**config.mk**
```make
export PLATFORM = sky130hd
export DESIGN_NAME = spell_sram_bridge_flat
export DESIGN_NICKNAME = d
export VERILOG_FILES = /design/src/rtl/spell_sram_bridge_if.sv /design/src/rtl/spell_sram_bridge.sv /design/src/flat_wrapper.sv
export SDC_FILE = /design/constraint.sdc
export NUM_CORES = 1
export LEC_CHECK = 0
export ABC_AREA = 0
export ABC_CLOCK_PERIOD_IN_PS = 2850
export CAP_MARGIN = 15
export CORE_MARGIN = 1
export CORE_UTILIZATION = 40
export DETAILED_ROUTE_END_ITERATION = 7
export PLACE_DENSITY = 0.66
export SLEW_MARGIN = 20
export SYNTH_ARGS = -nofsm -noshare
export SYNTH_HDL_FRONTEND = slang
export SYNTH_SLANG_ARGS = --single-unit
```
**constraint.sdc**
```tcl
create_clock -name clock -period 2.85 [get_ports clock]
set_input_delay 0.57 -clock clock [delete_from_list [all_inputs] [get_ports clock]]
set_output_delay 0.57 -clock clock [all_outputs]
set_load 0.01 [all_outputs]
```
**src/rtl/spell_sram_bridge_if.sv**
```systemverilog
// Wishbone-classic bus between the spell SRAM bridge (master) and the OpenRAM wrapper (slave).
// Signal suffixes are relative to the master side.
interface spell_sram_bridge_if;
   logic        sram_cyc_o;
   logic        sram_stb_o;
   logic        sram_we_o;
   logic [3:0]  sram_sel_o;
   logic [31:0] sram_adr_o;
   logic [31:0] sram_dat_o;
   logic [31:0] sram_dat_i;
   logic        sram_ack_i;

   modport master (
      output sram_cyc_o, sram_stb_o, sram_we_o, sram_sel_o, sram_adr_o, sram_dat_o,
      input  sram_dat_i, sram_ack_i
   );

   modport slave (
      input  sram_cyc_o, sram_stb_o, sram_we_o, sram_sel_o, sram_adr_o, sram_dat_o,
      output sram_dat_i, sram_ack_i
   );
endinterface

```
**src/rtl/spell_sram_bridge.sv**
```systemverilog
// Byte-request to 32-bit Wishbone bridge for the spell core, with a one-word read cache
// and an ack timeout that raises a sticky bus_error.
module spell_sram_bridge #(
   parameter logic [31:0] BASE_ADDR      = 32'h3000_0000,
   parameter int unsigned TIMEOUT_CYCLES = 255
) (
   input  logic                clock,
   input  logic                reset_n,
   input  logic                sram_enable,
   input  logic                select,
   input  logic [7:0]          addr,
   input  logic [7:0]          data_in,
   input  logic                write,
   output logic [7:0]          data_out,
   output logic                data_ready,
   output logic                bus_error,
   input  logic                err_clear,
   spell_sram_bridge_if.master wb
);

   typedef enum logic [1:0] {IDLE, BUS, DONE, REARM} state_e;

   localparam logic [15:0] TIMER_LAST = 16'(TIMEOUT_CYCLES - 1);

   state_e      state_q;
   logic [7:0]  addr_q;
   logic        cyc_q;
   logic        we_q;
   logic [3:0]  sel_q;
   logic [31:0] adr_q;
   logic [31:0] dat_q;
   logic [15:0] timer_q;
   logic [7:0]  data_out_q;
   logic        data_ready_q;
   logic        bus_error_q;
   logic        valid_q;
   logic [5:0]  tag_q;
   logic [31:0] cache_q;
   logic [31:0] cache_d;
   logic        cache_we;
   logic        ack_seen;

   function automatic logic [7:0] lane(input logic [31:0] word, input logic [1:0] idx);
      return word[{idx, 3'b000} +: 8];
   endfunction

   assign ack_seen = (state_q == BUS) && cyc_q && wb.sram_ack_i;

   // A completed read refills the whole word; a completed write patches only its lane,
   // and only when it targets the word currently cached.
   // NOTE: every signal assigned in always_comb gets a default first, so no path infers a latch.
   always_comb begin
      cache_we = 1'b0;
      cache_d  = cache_q;
      if (ack_seen) begin
         if (!we_q) begin
            cache_we = 1'b1;
            cache_d  = wb.sram_dat_i;
         end else if (valid_q && (tag_q == addr_q[7:2])) begin
            cache_we = 1'b1;
            cache_d[{addr_q[1:0], 3'b000} +: 8] = dat_q[7:0];
         end
      end
   end

   // NOTE: the cache word has no reset; valid_q gates every use of it, so its power-up
   // contents never reach an output.
   always_ff @(posedge clock) begin
      if (cache_we) cache_q <= cache_d;
   end

   // NOTE: sequential state is updated with non-blocking assignments so every register
   // samples the pre-edge values regardless of statement order.
   always_ff @(posedge clock or negedge reset_n) begin
      if (!reset_n) begin
         state_q      <= IDLE;
         addr_q       <= '0;
         cyc_q        <= 1'b0;
         we_q         <= 1'b0;
         sel_q        <= '0;
         adr_q        <= '0;
         dat_q        <= '0;
         timer_q      <= '0;
         data_out_q   <= '0;
         data_ready_q <= 1'b0;
         bus_error_q  <= 1'b0;
         valid_q      <= 1'b0;
         tag_q        <= '0;
      end else begin
         data_ready_q <= 1'b0;
         if (err_clear) bus_error_q <= 1'b0;

         case (state_q)
            IDLE: begin
               if (select) begin
                  addr_q <= addr;
                  if (!sram_enable) begin
                     data_out_q <= '0;
                     valid_q    <= 1'b0;
                     state_q    <= DONE;
                  end else if (!write && valid_q && (tag_q == addr[7:2])) begin
                     data_out_q <= lane(cache_q, addr[1:0]);
                     state_q    <= DONE;
                  end else begin
                     we_q    <= write;
                     sel_q   <= write ? (4'b0001 << addr[1:0]) : 4'b1111;
                     adr_q   <= BASE_ADDR + {22'b0, addr[7:2], 2'b00};
                     dat_q   <= {4{data_in}};
                     timer_q <= '0;
                     state_q <= BUS;
                  end
               end
            end

            // First BUS cycle raises cyc; ack is only honoured once cyc is visible.
            BUS: begin
               if (!cyc_q) begin
                  cyc_q <= 1'b1;
               end else if (wb.sram_ack_i) begin
                  cyc_q   <= 1'b0;
                  state_q <= DONE;
                  if (!we_q) begin
                     data_out_q <= lane(wb.sram_dat_i, addr_q[1:0]);
                     tag_q      <= addr_q[7:2];
                     valid_q    <= sram_enable;
                  end else if (!sram_enable) begin
                     valid_q <= 1'b0;
                  end
               end else if (timer_q == TIMER_LAST) begin
                  cyc_q       <= 1'b0;
                  bus_error_q <= 1'b1;
                  data_out_q  <= 8'hFF;
                  valid_q     <= 1'b0;
                  state_q     <= DONE;
               end else begin
                  timer_q <= timer_q + 16'd1;
               end
            end

            DONE: begin
               data_ready_q <= 1'b1;
               state_q      <= REARM;
            end

            REARM: begin
               if (!select) state_q <= IDLE;
            end

            default: state_q <= IDLE;
         endcase
      end
   end

   assign data_out      = data_out_q;
   assign data_ready    = data_ready_q;
   assign bus_error     = bus_error_q;
   assign wb.sram_cyc_o = cyc_q;
   assign wb.sram_stb_o = cyc_q;
   assign wb.sram_we_o  = we_q;
   assign wb.sram_sel_o = sel_q;
   assign wb.sram_adr_o = adr_q;
   assign wb.sram_dat_o = dat_q;

endmodule

```
**src/flat_wrapper.sv**
```systemverilog
// flat-port wrapper written by rule: the top's interface ports become plain ports
module spell_sram_bridge_flat 
#(
   parameter logic [31:0] BASE_ADDR      = 32'h3000_0000,
   parameter int unsigned TIMEOUT_CYCLES = 255
)
  (clock, reset_n, sram_enable, select, addr, data_in, write, data_out, data_ready, bus_error, err_clear, wb_sram_cyc_o, wb_sram_stb_o, wb_sram_we_o, wb_sram_sel_o, wb_sram_adr_o, wb_sram_dat_o, wb_sram_dat_i, wb_sram_ack_i);
  spell_sram_bridge_if wb_i ();
  input  logic clock;
  input  logic reset_n;
  input  logic sram_enable;
  input  logic select;
  input  logic [7:0] addr;
  input  logic [7:0] data_in;
  input  logic write;
  output logic [7:0] data_out;
  output logic data_ready;
  output logic bus_error;
  input  logic err_clear;
  output wire logic [$bits(wb_i.sram_cyc_o)-1:0] wb_sram_cyc_o;
  output wire logic [$bits(wb_i.sram_stb_o)-1:0] wb_sram_stb_o;
  output wire logic [$bits(wb_i.sram_we_o)-1:0] wb_sram_we_o;
  output wire logic [$bits(wb_i.sram_sel_o)-1:0] wb_sram_sel_o;
  output wire logic [$bits(wb_i.sram_adr_o)-1:0] wb_sram_adr_o;
  output wire logic [$bits(wb_i.sram_dat_o)-1:0] wb_sram_dat_o;
  input wire logic [$bits(wb_i.sram_dat_i)-1:0] wb_sram_dat_i;
  input wire logic [$bits(wb_i.sram_ack_i)-1:0] wb_sram_ack_i;
  assign wb_sram_cyc_o = wb_i.sram_cyc_o;
  assign wb_sram_stb_o = wb_i.sram_stb_o;
  assign wb_sram_we_o = wb_i.sram_we_o;
  assign wb_sram_sel_o = wb_i.sram_sel_o;
  assign wb_sram_adr_o = wb_i.sram_adr_o;
  assign wb_sram_dat_o = wb_i.sram_dat_o;
  assign wb_i.sram_dat_i = wb_sram_dat_i;
  assign wb_i.sram_ack_i = wb_sram_ack_i;
  spell_sram_bridge #(.BASE_ADDR(BASE_ADDR), .TIMEOUT_CYCLES(TIMEOUT_CYCLES)) u_core (.clock(clock), .reset_n(reset_n), .sram_enable(sram_enable), .select(select), .addr(addr), .data_in(data_in), .write(write), .data_out(data_out), .data_ready(data_ready), .bus_error(bus_error), .err_clear(err_clear), .wb(wb_i));
endmodule
```
==> run_results.csv <==
group,metric,value,unit
layout,fillerInstances,1218,
setup_path,crit_path_end_kind,"register",
power,p_leak,0.002785,µW
layout,multi_input_area,2432,µm²
sta,hold_viol_final,0,
route,postRouteAntennaNets,0,
sta,setup_ws,0.2918,ns
global_route,antenna_found_initial,0,
route,viasPerCell,5.250,
sta,max_slew_margin,0.5451,
setup_path,critPathLaunchType,"register",
floorplanning,dieArea,14300,µm²
place,dp_hpwl,9697,µm
route,post_drt_wl_per_cell,17.05,µm
clock_tree,clock-sinks,96,
synth,ys.flop_type,"dfrtp_1",
synth,ys_seq_area_frac,0.4633,
global_route,gr-total-overflow,0,
synth,ys_types,52,
sta,post-route-period-util,0.8976,
route,routed_wl,13560,µm
clock_tree,clk_pin_slew,0.07,ns
synth,yosys.area.top_type_share,0.2896,
place,gp_congestion,0.8788,
clock_tree,root_buffer,"clkbuf_16",
clock_tree,cts_tree,"yes",
layout,final_area,6940,µm²
sta,rsz0062_at_grt,"false",
layout,synthToLayoutAreaGrowth,25.50,%
setup_path,slowest_stage,"or4b_1",
setup_path,arrival,2.80,ns
sta,fmax,0.3909,GHz
synth,ys_warn_count,0,
clock_tree,cts.path.max_buffers,2,
floorplanning,rows,42,
setup_path,worst_ep_required_time,3.09,ns
layout,antennaDiodeCount,0,
global_route,grt_usage,0.1965,
floorplanning,die_w,119.6,µm
hold_path,hp-class,"in -> async",
global_route,grt_pass1_vias,4222,
clock_tree,cts_setup_buffers,0,
route,drt-initial-drc-count,255,
layout,seq_area,2562,µm²
sta,setup_violations,0,
run,maxCapViolCount,0,
floorplanning,die_y,119.6,µm
sta,tightest_slew,0.6729,ns
clock_tree,numCtsBuffers,9,
synth,synth_top_area_cell,"dfrtp_1",
setup_path,critPathMaxFanout,8,
clock_tree,ctsResizeCount,0,
setup_path,cp_slowest_stage_delay,0.48,ns
synth,ys_ff_latch,96,
status,status,"finished clean",
clock_tree,clk_latency,0.36,ns
route,firstDrtPassIters,5,
setup_path,critPathBufInv,2,
global_route,grt_max_degree,65,
synth,synthTopCellsByArea,"dfrtp_1, edfxtp_1, mux2_2",
sta,clock_skew,0.01334,ns
synth,netlist_area,5530,µm²
sta,min_period,2.558,ns
floorplanning,initial_core_util,0.4143,
power,power.density,907.8,nW/µm²
layout,drive_gt1_frac,0.1680,
clock_tree,htreeDepth,3,
setup_path,critPathTopFamily,"simple AND/OR/NAND/NOR gates",
floorplanning,io_pins,136,
sta,fin_setup_tns,0,ns
route,drc,0,
setup_path,crit_chain,"inv_1, ha_1, or4b_1, nor4_4, o21ai_2, a221oi_4, buf_4, mux2_2",
place,io_buffers,111,
layout,num-nets-final,680,
synth,async_reset_ff_frac,0.6667,
sta,drv_slew,0,
floorplanning,core_region_area,13350,µm²
synth,synthCells,518,
power,vdd.ir_drop.worst,0.6090,mV
synth,synth_edf_count,32,
route,num_vias,4174,
place,post-place-ws,0.1955,ns
setup_path,critPathKind,"reg -> reg",
clock_tree,cts_hold_buffers,0,
global_route,grt_pass1_wl,21320,µm
place,placed_area,6665,µm²
synth,avgSynthCellArea,10.68,µm²
-- registers in the layout, indices dropped and copies added, names as in the netlist, 2 cells and up --
signal                flops
u_core.cache_q           32
u_core.timer_q           16
u_core.addr_q             8
u_core.data_out           8
u_core.wb.sram_dat_o      8
u_core.wb.sram_adr_o      7
u_core.tag_q              6
u_core.wb.sram_sel_o      4
u_core.state_q            2
-- cell usage after synthesis (2+ instances only) --
master	instances
buf_1	3
o21ai_0	51
xor2_1	3
nor4_1	3
nor2_1	5
nand3_1	14
inv_2	2
clkbuf_1	12
a21oi_1	21
nand2_1	54
o21a_1	2
nor2b_1	4
ha_1	11
inv_1	44
buf_4	52
and2_1	2
nor3_1	4
o41ai_1	3
mux2i_1	3
nand2b_1	9
o31ai_1	5
dfrtp_1	64
nand4_1	5
xnor2_1	9
or2_2	2
and3_1	2
mux2_2	42
edfxtp_1	32
a22o_1	3
or3_1	8
mux4_2	16
o211ai_1	8
-- stage by stage --
step | util | hold WS [ns] | instances | total power, µW
2_1_floorplan | - | 0.2744 | 541 | 4071
6_report | 0.5200 | 0.2205 | 795 | 6301
4_1_cts | 0.5200 | 0.2376 | 795 | 6354
5_1_grt | 0.5200 | 0.2497 | 795 | 6709
3_3_place_gp | 0.4993 | 0.4734 | 779 | 5117
3_5_place_dp | 0.4993 | 0.4871 | 779 | 5200
-- cells by family after synthesis --
| kind of cell | Yosys count | synth area share |
|---|---|---|
| buffers and inverters | 115 | 0.1136 |
| other | 1 | 0.0006781 |
| XOR/XNOR | 12 | 0.01901 |
| flip-flops | 96 | 0.4633 |
| multiplexers | 61 | 0.1561 |
| adder cells (fa/ha/maj) | 11 | 0.02489 |
| AO/OA/AOI/OAI | 101 | 0.1104 |
| AND/OR/NAND/NOR | 121 | 0.1120 |
-- worst paths after layout --
path,from,endpoint,slack (ns),depth (start not counted)
setup / recovery,u_core.timer_q[0],u_core.data_out[0],0.29,8
hold / removal,reset_n,u_core.timer_q[4],0.22,2
setup reg to reg,u_core.timer_q[0],u_core.data_out[0],0.29,8
hold reg to reg,u_core.wb.sram_adr_o[28],u_core.wb.sram_adr_o[28],0.49,1
max in group asynchronous,reset_n,u_core.wb.sram_dat_o[30],2.34,2
min in group clock,u_core.wb.sram_adr_o[28],u_core.wb.sram_adr_o[28],0.49,1
-- power breakdown --
group	leakage [µW]	internal, µW	switching, µW	total [µW]
Clock	0.000139	614	527	1140
Sequential	0.00109	1870	442	2320
Combinational	0.00155	1530	1320	2840
Total	0.00279	4010	2290	6300
-- per-layer routing --
metal	wire [µm]	part of all wire	GRT usage	vias to the layer above
met1	5505	0.41	0.2432	2017
met4	279	0.021	0.08359	0
met5	0	0	0	-
met2	6865	0.51	0.3306	178
met3	906	0.067	0.04278	27
li1	-	-	-	1952
-- placed cells by master (no fill, tap or decap), types with 8 or more instances in the layout --
| master | count |
|---|---|
| clkdlybuf4s50_1 | 110 |
| dfrtp_1 | 64 |
| nand2_1 | 54 |
| o21ai_0 | 51 |
| inv_1 | 44 |
| mux2_2 | 42 |
| edfxtp_1 | 32 |
| conb_1 | 24 |
| a21oi_1 | 21 |
| buf_4 | 17 |
| mux4_2 | 16 |
| nand3_1 | 14 |
| ha_1 | 11 |
| xnor2_1 | 9 |
| nand2b_1 | 9 |
| clkbuf_16 | 9 |
| or3_1 | 8 |
| o211ai_1 | 8 |
-- final cells by class --
type / instances / area share
clock buffer: 11 / 0.03497
timing repair buffer: 130 / 0.1835
tap: 176 / 0.03173
inverter: 47 / 0.02542
clock inverter: 5 / 0.004687
sequential: 96 / 0.3692
multi-input combinational: 330 / 0.3505
(Power assumes the default switching activity.)
